$ cat src/rtl/apb_cmd_sequencer.sv
`default_nettype none
// ============================================================================
// Module   : apb_cmd_sequencer
// Purpose  : Command FIFO in front of apb_master. Issues one command at a
//            time as a single-cycle data_valid pulse, then collects the
//            completion (done/error/local timeout) into a valid/ready
//            response.
// Revision : 1.0 - initial release
// ============================================================================
module apb_cmd_sequencer #(
   parameter int DEPTH          = 4,
   parameter int TIMEOUT_CYCLES = 64
) (
   input  logic                     apb_clk,
   input  logic                     apb_reset,
   // command input
   input  logic                     cmd_valid,
   output logic                     cmd_ready,
   input  logic [7:0]               cmd_addr,
   input  logic [31:0]              cmd_wdata,
   input  logic                     cmd_write,
   output logic [$clog2(DEPTH):0]   cmd_count,
   // apb_master system-task interface
   output logic [7:0]               addr,
   output logic                     data_valid,
   output logic [31:0]              data,
   output logic                     data_dir,
   input  logic [31:0]              read_out_data,
   input  logic                     transaction_done,
   input  logic                     apb_tranerr,
   // response output
   output logic                     rsp_valid,
   input  logic                     rsp_ready,
   output logic [31:0]              rsp_rdata,
   output logic                     rsp_err,
   output logic                     rsp_timeout,
   output logic                     busy
);

   localparam int c_AW  = $clog2(DEPTH);
   localparam int c_CW  = c_AW + 1;
   localparam int c_WDW = $clog2(TIMEOUT_CYCLES) + 1;
   localparam int c_EW  = 41;   // {write, addr[7:0], wdata[31:0]}

   localparam logic [c_CW-1:0]  c_FULL    = c_CW'(DEPTH);
   localparam logic [c_CW-1:0]  c_CNT_ONE = c_CW'(1);
   localparam logic [c_AW-1:0]  c_PTR_ONE = c_AW'(1);
   localparam logic [c_WDW-1:0] c_WD_ONE  = c_WDW'(1);
   localparam logic [c_WDW-1:0] c_WD_LAST = c_WDW'(TIMEOUT_CYCLES - 1);

   localparam logic [1:0] S_IDLE  = 2'd0;
   localparam logic [1:0] S_ISSUE = 2'd1;
   localparam logic [1:0] S_WAIT  = 2'd2;
   localparam logic [1:0] S_RESP  = 2'd3;

   logic [c_EW-1:0]  r_mem [DEPTH];
   logic [c_AW-1:0]  r_wptr;
   logic [c_AW-1:0]  r_rptr;
   logic [c_CW-1:0]  r_count;
   logic [1:0]       r_state;
   logic [c_WDW-1:0] r_wd;

   logic             w_push;
   logic             w_pop;
   logic [c_EW-1:0]  w_head;
   logic             w_head_write;
   logic [7:0]       w_head_addr;
   logic [31:0]      w_head_wdata;

   assign cmd_ready    = (r_count != c_FULL);
   assign cmd_count    = r_count;
   assign w_push       = cmd_valid && cmd_ready;
   // Only IDLE may pop, so at most one transfer is ever outstanding.
   assign w_pop        = (r_state == S_IDLE) && (r_count != '0);
   assign w_head       = r_mem[r_rptr];
   assign w_head_write = w_head[40];
   assign w_head_addr  = w_head[39:32];
   assign w_head_wdata = w_head[31:0];
   assign busy         = (r_state != S_IDLE) || (r_count != '0) || rsp_valid;

   // FIFO storage: written on push, no reset needed for the payload.
   always_ff @(posedge apb_clk) begin
      if (w_push) begin
         r_mem[r_wptr] <= {cmd_write, cmd_addr, cmd_wdata};
      end
   end

   // FIFO pointers and occupancy; pointers wrap naturally (DEPTH is 2^n).
   always_ff @(posedge apb_clk) begin
      if (apb_reset) begin
         r_wptr  <= '0;
         r_rptr  <= '0;
         r_count <= '0;
      end else begin
         if (w_push) begin
            r_wptr <= r_wptr + c_PTR_ONE;
         end
         if (w_pop) begin
            r_rptr <= r_rptr + c_PTR_ONE;
         end
         case ({w_push, w_pop})
            2'b10:   r_count <= r_count + c_CNT_ONE;
            2'b01:   r_count <= r_count - c_CNT_ONE;
            default: r_count <= r_count;
         endcase
      end
   end

   // Issue/complete state machine with watchdog and response register.
   always_ff @(posedge apb_clk) begin
      if (apb_reset) begin
         r_state     <= S_IDLE;
         r_wd        <= '0;
         addr        <= '0;
         data        <= '0;
         data_dir    <= 1'b0;
         data_valid  <= 1'b0;
         rsp_valid   <= 1'b0;
         rsp_rdata   <= '0;
         rsp_err     <= 1'b0;
         rsp_timeout <= 1'b0;
      end else begin
         case (r_state)
            S_IDLE: begin
               data_valid <= 1'b0;
               if (w_pop) begin
                  addr       <= w_head_addr;
                  data       <= w_head_write ? w_head_wdata : 32'h0;
                  data_dir   <= w_head_write;
                  data_valid <= 1'b1;
                  r_state    <= S_ISSUE;
               end
            end
            S_ISSUE: begin
               // One-cycle pulse so apb_master launches exactly once.
               data_valid <= 1'b0;
               r_wd       <= '0;
               r_state    <= S_WAIT;
            end
            S_WAIT: begin
               if (apb_tranerr) begin
                  rsp_valid   <= 1'b1;
                  rsp_err     <= 1'b1;
                  rsp_timeout <= 1'b0;
                  rsp_rdata   <= '0;
                  r_wd        <= '0;
                  r_state     <= S_RESP;
               end else if (transaction_done) begin
                  rsp_valid   <= 1'b1;
                  rsp_err     <= 1'b0;
                  rsp_timeout <= 1'b0;
                  rsp_rdata   <= data_dir ? 32'h0 : read_out_data;
                  r_wd        <= '0;
                  r_state     <= S_RESP;
               end else if (r_wd == c_WD_LAST) begin
                  rsp_valid   <= 1'b1;
                  rsp_err     <= 1'b0;
                  rsp_timeout <= 1'b1;
                  rsp_rdata   <= '0;
                  r_wd        <= '0;
                  r_state     <= S_RESP;
               end else begin
                  r_wd <= r_wd + c_WD_ONE;
               end
            end
            S_RESP: begin
               // Late completions are ignored here; response held until taken.
               if (rsp_ready) begin
                  rsp_valid   <= 1'b0;
                  rsp_err     <= 1'b0;
                  rsp_timeout <= 1'b0;
                  r_state     <= S_IDLE;
               end
            end
            default: begin
               r_state <= S_IDLE;
            end
         endcase
      end
   end

endmodule
`default_nettype wire

$ cat config.mk
export PLATFORM = sky130hd
export DESIGN_NAME = apb_cmd_sequencer
export DESIGN_NICKNAME = d
export VERILOG_FILES = /design/src/rtl/apb_cmd_sequencer.sv
export SDC_FILE = /design/constraint.sdc
export NUM_CORES = 1
export LEC_CHECK = 0
export BUFFER_PORTS_ARGS = -buffer_cell sky130_fd_sc_hd__buf_4
export CAP_MARGIN = 30
export CORE_ASPECT_RATIO = 0.7
export CORE_UTILIZATION = 44
export DETAILED_ROUTE_END_ITERATION = 10
export SLEW_MARGIN = 20
export SYNTH_ARGS = -nofsm -noshare
export SYNTH_HDL_FRONTEND = slang
export SYNTH_SLANG_ARGS = --single-unit
$ cat constraint.sdc
create_clock -name apb_clk -period 3.4 [get_ports apb_clk]
set_clock_uncertainty 0.15 [all_clocks]
set_input_delay 0.68 -clock apb_clk [delete_from_list [all_inputs] [get_ports apb_clk]]
set_output_delay 0.68 -clock apb_clk [all_outputs]
set_load 0.1 [all_outputs]
After elaboration in Yosys (flattened, before gate mapping)
Memory sizes are Yosys's and may differ from the RTL's. A register that Yosys moved wholly into a read port is not among the register bits. Index checks and enable logic that the tools add are counted.

Flip-flop bits (word level): 93. Memory bits (writable): 164. Input bits: 79. Output and inout bits: 82. Logic and storage cells: 79. Memories: 1.

Memories: r_mem (words 4, bits a word 41, rd ports 1, clocked after Yosys merged registers in 1, write ports 1, RTL line 56) `logic [c_EW-1:0] r_mem [DEPTH];`.

$add $sub $neg: 5. Eq/ne operators: 10. Mux-type cells: 34. Reductions and logical operators: 16.

Operator list (count): $mux W32 (5); $mux W7 (3); $mux W2 (7); $pmux W7 S2 (1); $mux W1 (12); $reduce_bool A2 Y1 (5); $pmux W1 S2 (4); $pmux W2 S4 (1); $add A7 B1 Y7 const B (1); $eq A7 B6 Y1 const B (1); $eq A2 B2 Y1 const B (3); $pmux W3 S2 (1); $reduce_and A3 Y1 (2); $reduce_bool A3 Y1 (2); $add A2 B1 Y2 const B (2); $eq A2 B1 Y1 const B (2); $ne A2 B2 Y1 const B (2); $ne A4 B4 Y1 const B (1); $reduce_and A2 Y1 (2); $add A3 B1 Y3 const B (1); $ne A3 B3 Y1 const B (1); $sub A3 B1 Y3 const B (1); $logic_and A1 B1 Y1 (2); $logic_not A2 Y1 (1); $logic_or A1 B1 Y1 (2).

Logic depth before layout (Yosys ltp)
Depth after elaboration: 5. Gate-level depth with buffers: 11. Mapped depth without buffers: 10.

Least setup slack after synthesis
No wires, ideal clock.

Path kind: reg2reg. Start point: reg r_count[2] (netlist: cmd_count[2]). End point: reg r_count[2] (netlist: cmd_count[2]). Setup time: 70 ps. Arrival: 3438 ps. Data required time: 3180 ps. Path slack: -259 ps. Cell stages (with the launch flop): 10. Buffers on the path: 0. Period minus slack after synthesis: 3659 ps. Cell sequence: dfxtp_1 > or3b_1 > and2_1 > inv_2 > ha_1 > inv_1 > fa_1 > xor2_1 > or3_1 > a21oi_1.

Longest elaborated chain between the ends: 4. Elaborated cells on any way between the ends: 10. Classes of those cells: add/sub (2); eq/ne (3); mux (1); reduce/logical (4).

Ends and longest elaborated chain: start, declared (RTL line 59) `logic [c_CW-1:0] r_count;`; start signal, assigned (RTL line 102) `2'b10: r_count <= r_count + c_CNT_ONE;`; start signal, assigned (RTL line 103) `2'b01: r_count <= r_count - c_CNT_ONE;`; start signal, assigned (RTL line 104) `default: r_count <= r_count;`; $ne A3 B3 Y1 (*) (RTL line 70) `assign cmd_ready = (r_count != c_FULL);`; named net cmd_ready (RTL line 18) `output logic cmd_ready,`; $logic_and A1 B1 Y1 (*) (RTL line 72) `assign w_push = cmd_valid && cmd_ready;`; $eq A2 B1 Y1 or $eq A2 B2 Y1 (tied branches) (RTL line 101) `case ({w_push, w_pop})`; $pmux W3 S2 or $reduce_bool A2 Y1 (tied branches).

The timed path passes the listed nets; every way through them passes the cells marked *. A chain may end at the register's enable or synchronous reset.

Worst setup path after layout
Start point: reg r_state[0]. End point: out busy.

Longest elaborated chain between the ends: 3.

Ends and longest elaborated chain: start, declared (RTL line 60) `logic [1:0] r_state;`; start signal, assigned (RTL line 112) `r_state <= S_IDLE;`; start signal, assigned (RTL line 131) `r_state <= S_ISSUE;`; start signal, assigned (RTL line 138) `r_state <= S_WAIT;`; $reduce_bool A2 Y1 (RTL line 79) `assign busy = (r_state != S_IDLE) || (r_count != '0) || rsp_valid;`; $logic_or A1 B1 Y1 (2 in series) (RTL line 79); end, declared (RTL line 37) `output logic busy`.

Every way passes these cells.

==> results.sh <==
export IMPL_ys_top_cells_by_area="edfxtp_1 (51%), dfxtp_1 (20%), mux4_2 (5.9%), mux4_1 (4.4%), a32o_1 (3.2%)"
export IMPL_avgSynthCellArea_um2=16.1
export IMPL_first_pass_iters=5
export IMPL_fin_cells=1054
export IMPL_drt_iter0_drc=377
export IMPL_clock_sinks=259
export IMPL_cts_repair_resized=0
export IMPL_post_place_cells=1007
export IMPL_ys_warnings_count=0
export IMPL_cts_hold_buf=0
export IMPL_place_congestion=0.767
export IMPL_final_setup_tns_ns=0
export IMPL_netlist_area_um2=9590
export IMPL_drt_wl_total_mm=20.8
export IMPL_syn_nets=684
export IMPL_endpoint_kind="primary output"
export IMPL_grt_antenna_before_repair=0
export IMPL_fin_nets=849
export IMPL_die_area_um2=22400
export IMPL_worstMarginPinSlew_ns=0.865
export IMPL_die_h_um=126
export IMPL_hp_start="cmd_addr[5]"
export IMPL_slew_viol_final=0
export IMPL_worst_ep_required_time_ns=2.57
export IMPL_hold_class="in -> reg"
export IMPL_seq_area_frac_synth_pct=71.2
export IMPL_startpoint_type="register"
export IMPL_syn_inst=594
export IMPL_timing_hold_ws_ns=0.210
export IMPL_area_delta_synth_final_pct=24.6
export IMPL_start_util_pct=45.6
export IMPL_core_um2=21000
export IMPL_ios=161
export IMPL_ys_async_sr_fraction_pct=0
export IMPL_grt_max_degree=56
export IMPL_rsz0062_at_grt="false"
export IMPL_period_share_pct=89.5
export IMPL_ant_nets=0
export IMPL_via_count=5624
export IMPL_postCtsSetupBuffers=0
export IMPL_cp_arrival_ns=2.21
export IMPL_drc=0
export IMPL_htreeDepth=1
export IMPL_p_leak_nw=4.36
export IMPL_setup_violations=0
export IMPL_grt_pass1_vias=5737
export IMPL_rr_worst_depth=9
export IMPL_synth_edf_count=164
export IMPL_cts_buffers=25
export IMPL_port_buffers=160
export IMPL_clock_latency_ns=0.51
export IMPL_worstHoldPathCells=1
export IMPL_hold_violations=0
export IMPL_holdPathEnd="r_mem[1][37]"
export IMPL_cellPowerDensity_nw_per_um2=878
export IMPL_worstSetupPathType="reg -> out"
export IMPL_grt_pass1_wl_mm=32.1
export IMPL_finalPower_mw=10.5
export IMPL_avgViaCountPerCell=5.34
export IMPL_wire_per_inst_um=19.8
export IMPL_grt_usage_pct=18.9
export IMPL_period_minus_slack_ns=3.04
export IMPL_dp_hpwl_mm=13.1
export IMPL_worstReg2RegStart="cmd_count[0]"
export IMPL_cts_tree="built"
export IMPL_die_w_um=178
export IMPL_synth_most_common_cell="edfxtp_1"
export IMPL_status="finished, final reports clean"
export IMPL_max_clock_path_buffers=3
export IMPL_yosysUniqueCellTypes=43
export IMPL_yosys_area_top_type="edfxtp_1"
export IMPL_root_buffer="clkbuf_16"
export IMPL_row_count=44
export IMPL_synth_top_area_share_pct=51.4
export IMPL_r2r_slack_ns=0.75
export IMPL_ys_flop_type="edfxtp_1"
export IMPL_timing_rr_end="cmd_count[2]"
export IMPL_synth_common_cells="edfxtp_1 (164), dfxtp_1 (95), nand2_1 (60)"
export IMPL_grt_ovfl_total=0
export IMPL_drive_gt1_share_pct=32.9
export IMPL_cap_viol_max_count=0
export IMPL_relSlewSlack_pct=42.0
export IMPL_fmaxAchievable_ghz=0.329
export IMPL_nFillCells=1710
export IMPL_synth_seq_cells=259
export IMPL_vdd_drop_max_mv=0.606
export IMPL_path_clk_slew_ns=0.06
export IMPL_crit_fanout=4
==> worst max-delay path, stage by stage (launching register included) <==
cell and delay, ns:
dfxtp_1 0.34, inv_1 0.10, ha_1 0.23, nor4b_1 0.65, nand2b_1 0.11, buf_4 0.26
==> cell usage in the layout, fill, tap and decap left out, drive strengths merged, types with 7 or more instances in the layout <==
cell type / Yosys / layout
a21oi: 46 / 46
a32o: 34 / 34
buf: 26 / 176
clkbuf: 12 / 31
clkinv: 0 / 7
dfxtp: 95 / 95
edfxtp: 164 / 164
ha: 10 / 10
inv: 11 / 12
mux4: 41 / 41
nand2: 60 / 60
nand3: 33 / 33
nor2: 19 / 19
==> routing by layer <==
| layer | global-route usage (%) | wire [um] |
|---|---|---|
| met1 | 27.4 | 9650 |
| met2 | 29.4 | 9610 |
| met3 | 3.44 | 1120 |
| met4 | 4.59 | 447 |
| met5 | 0 | 0 |
==> cell families (layout without fill, tap and decap cells) <==
| kind of cell | Yosys count | count (layout) | share of synthesized area (%) |
|---|---|---|---|
| xor gates and xnor gates | 10 | 10 | 0.913 |
| muxes | 44 | 44 | 10.6 |
| AOI/OAI and AO/OA | 90 | 90 | 6.80 |
| DFF | 259 | 259 | 71.2 |
| other | 0 | 1 | 0 |
| adders and majority gates | 11 | 11 | 1.51 |
| and+or+nand+nor | 131 | 131 | 6.21 |
| buffers and inverters | 49 | 232 | 2.81 |
==> layout make-up <==
class                      instances  area (um2)  area share [%]
clock inverter                    14         220            1.84
multi-input combinational        286        2510            21.0
clock buffer                      31         668            5.59
sequential                       259        6830            57.2
inverter                          11        41.3           0.346
timing repair buffer             176        1330            11.1
tap                              276         345            2.89
antenna                            1        2.50          0.0209
==> worst max-delay path by stage <==
| stage | from | to | slack [ns] | cells after the start |
|---|---|---|---|---|
| 3_5_place_dp | cmd_count[0] | cmd_count[2] | 0.75 | 9 |
| 4_1_cts | r_state[0] | busy | 0.32 | 5 |
| 6_report | r_state[0] | busy | 0.36 | 5 |
| 3_3_place_gp | cmd_count[0] | cmd_count[2] | 0.85 | 9 |
| 5_1_grt | r_state[0] | busy | 0.19 | 5 |
| 2_1_floorplan | cmd_count[0] | cmd_count[2] | -0.03 | 9 |
==> sequential cells by signal, summed over array words and instances (netlist names), 2 cells and up, named ones only <==
signal,cells
addr,8
r_state,2
r_mem,164
r_rptr,2
r_wptr,2
data,32
rsp_rdata,32
cmd_count,3
r_wd,7
==> report_power, final <==
group	total, mW	internal (mW)	switching [mW]
clock network	2.99	1.85	1.14
registers	4.05	3.82	0.225
logic	3.45	0.927	2.52
==> stage by stage <==
step	util (%)	setup slack (ns)	area, um2
floorplan	-	-0.0341	9600
global placement	52.5	0.850	11000
detailed placement	52.5	0.753	11000
CTS	56.7	0.321	11900
global route	56.8	0.187	11900
finish	56.8	0.357	11900
Note: power is estimated with default switching activity, not from simulation.
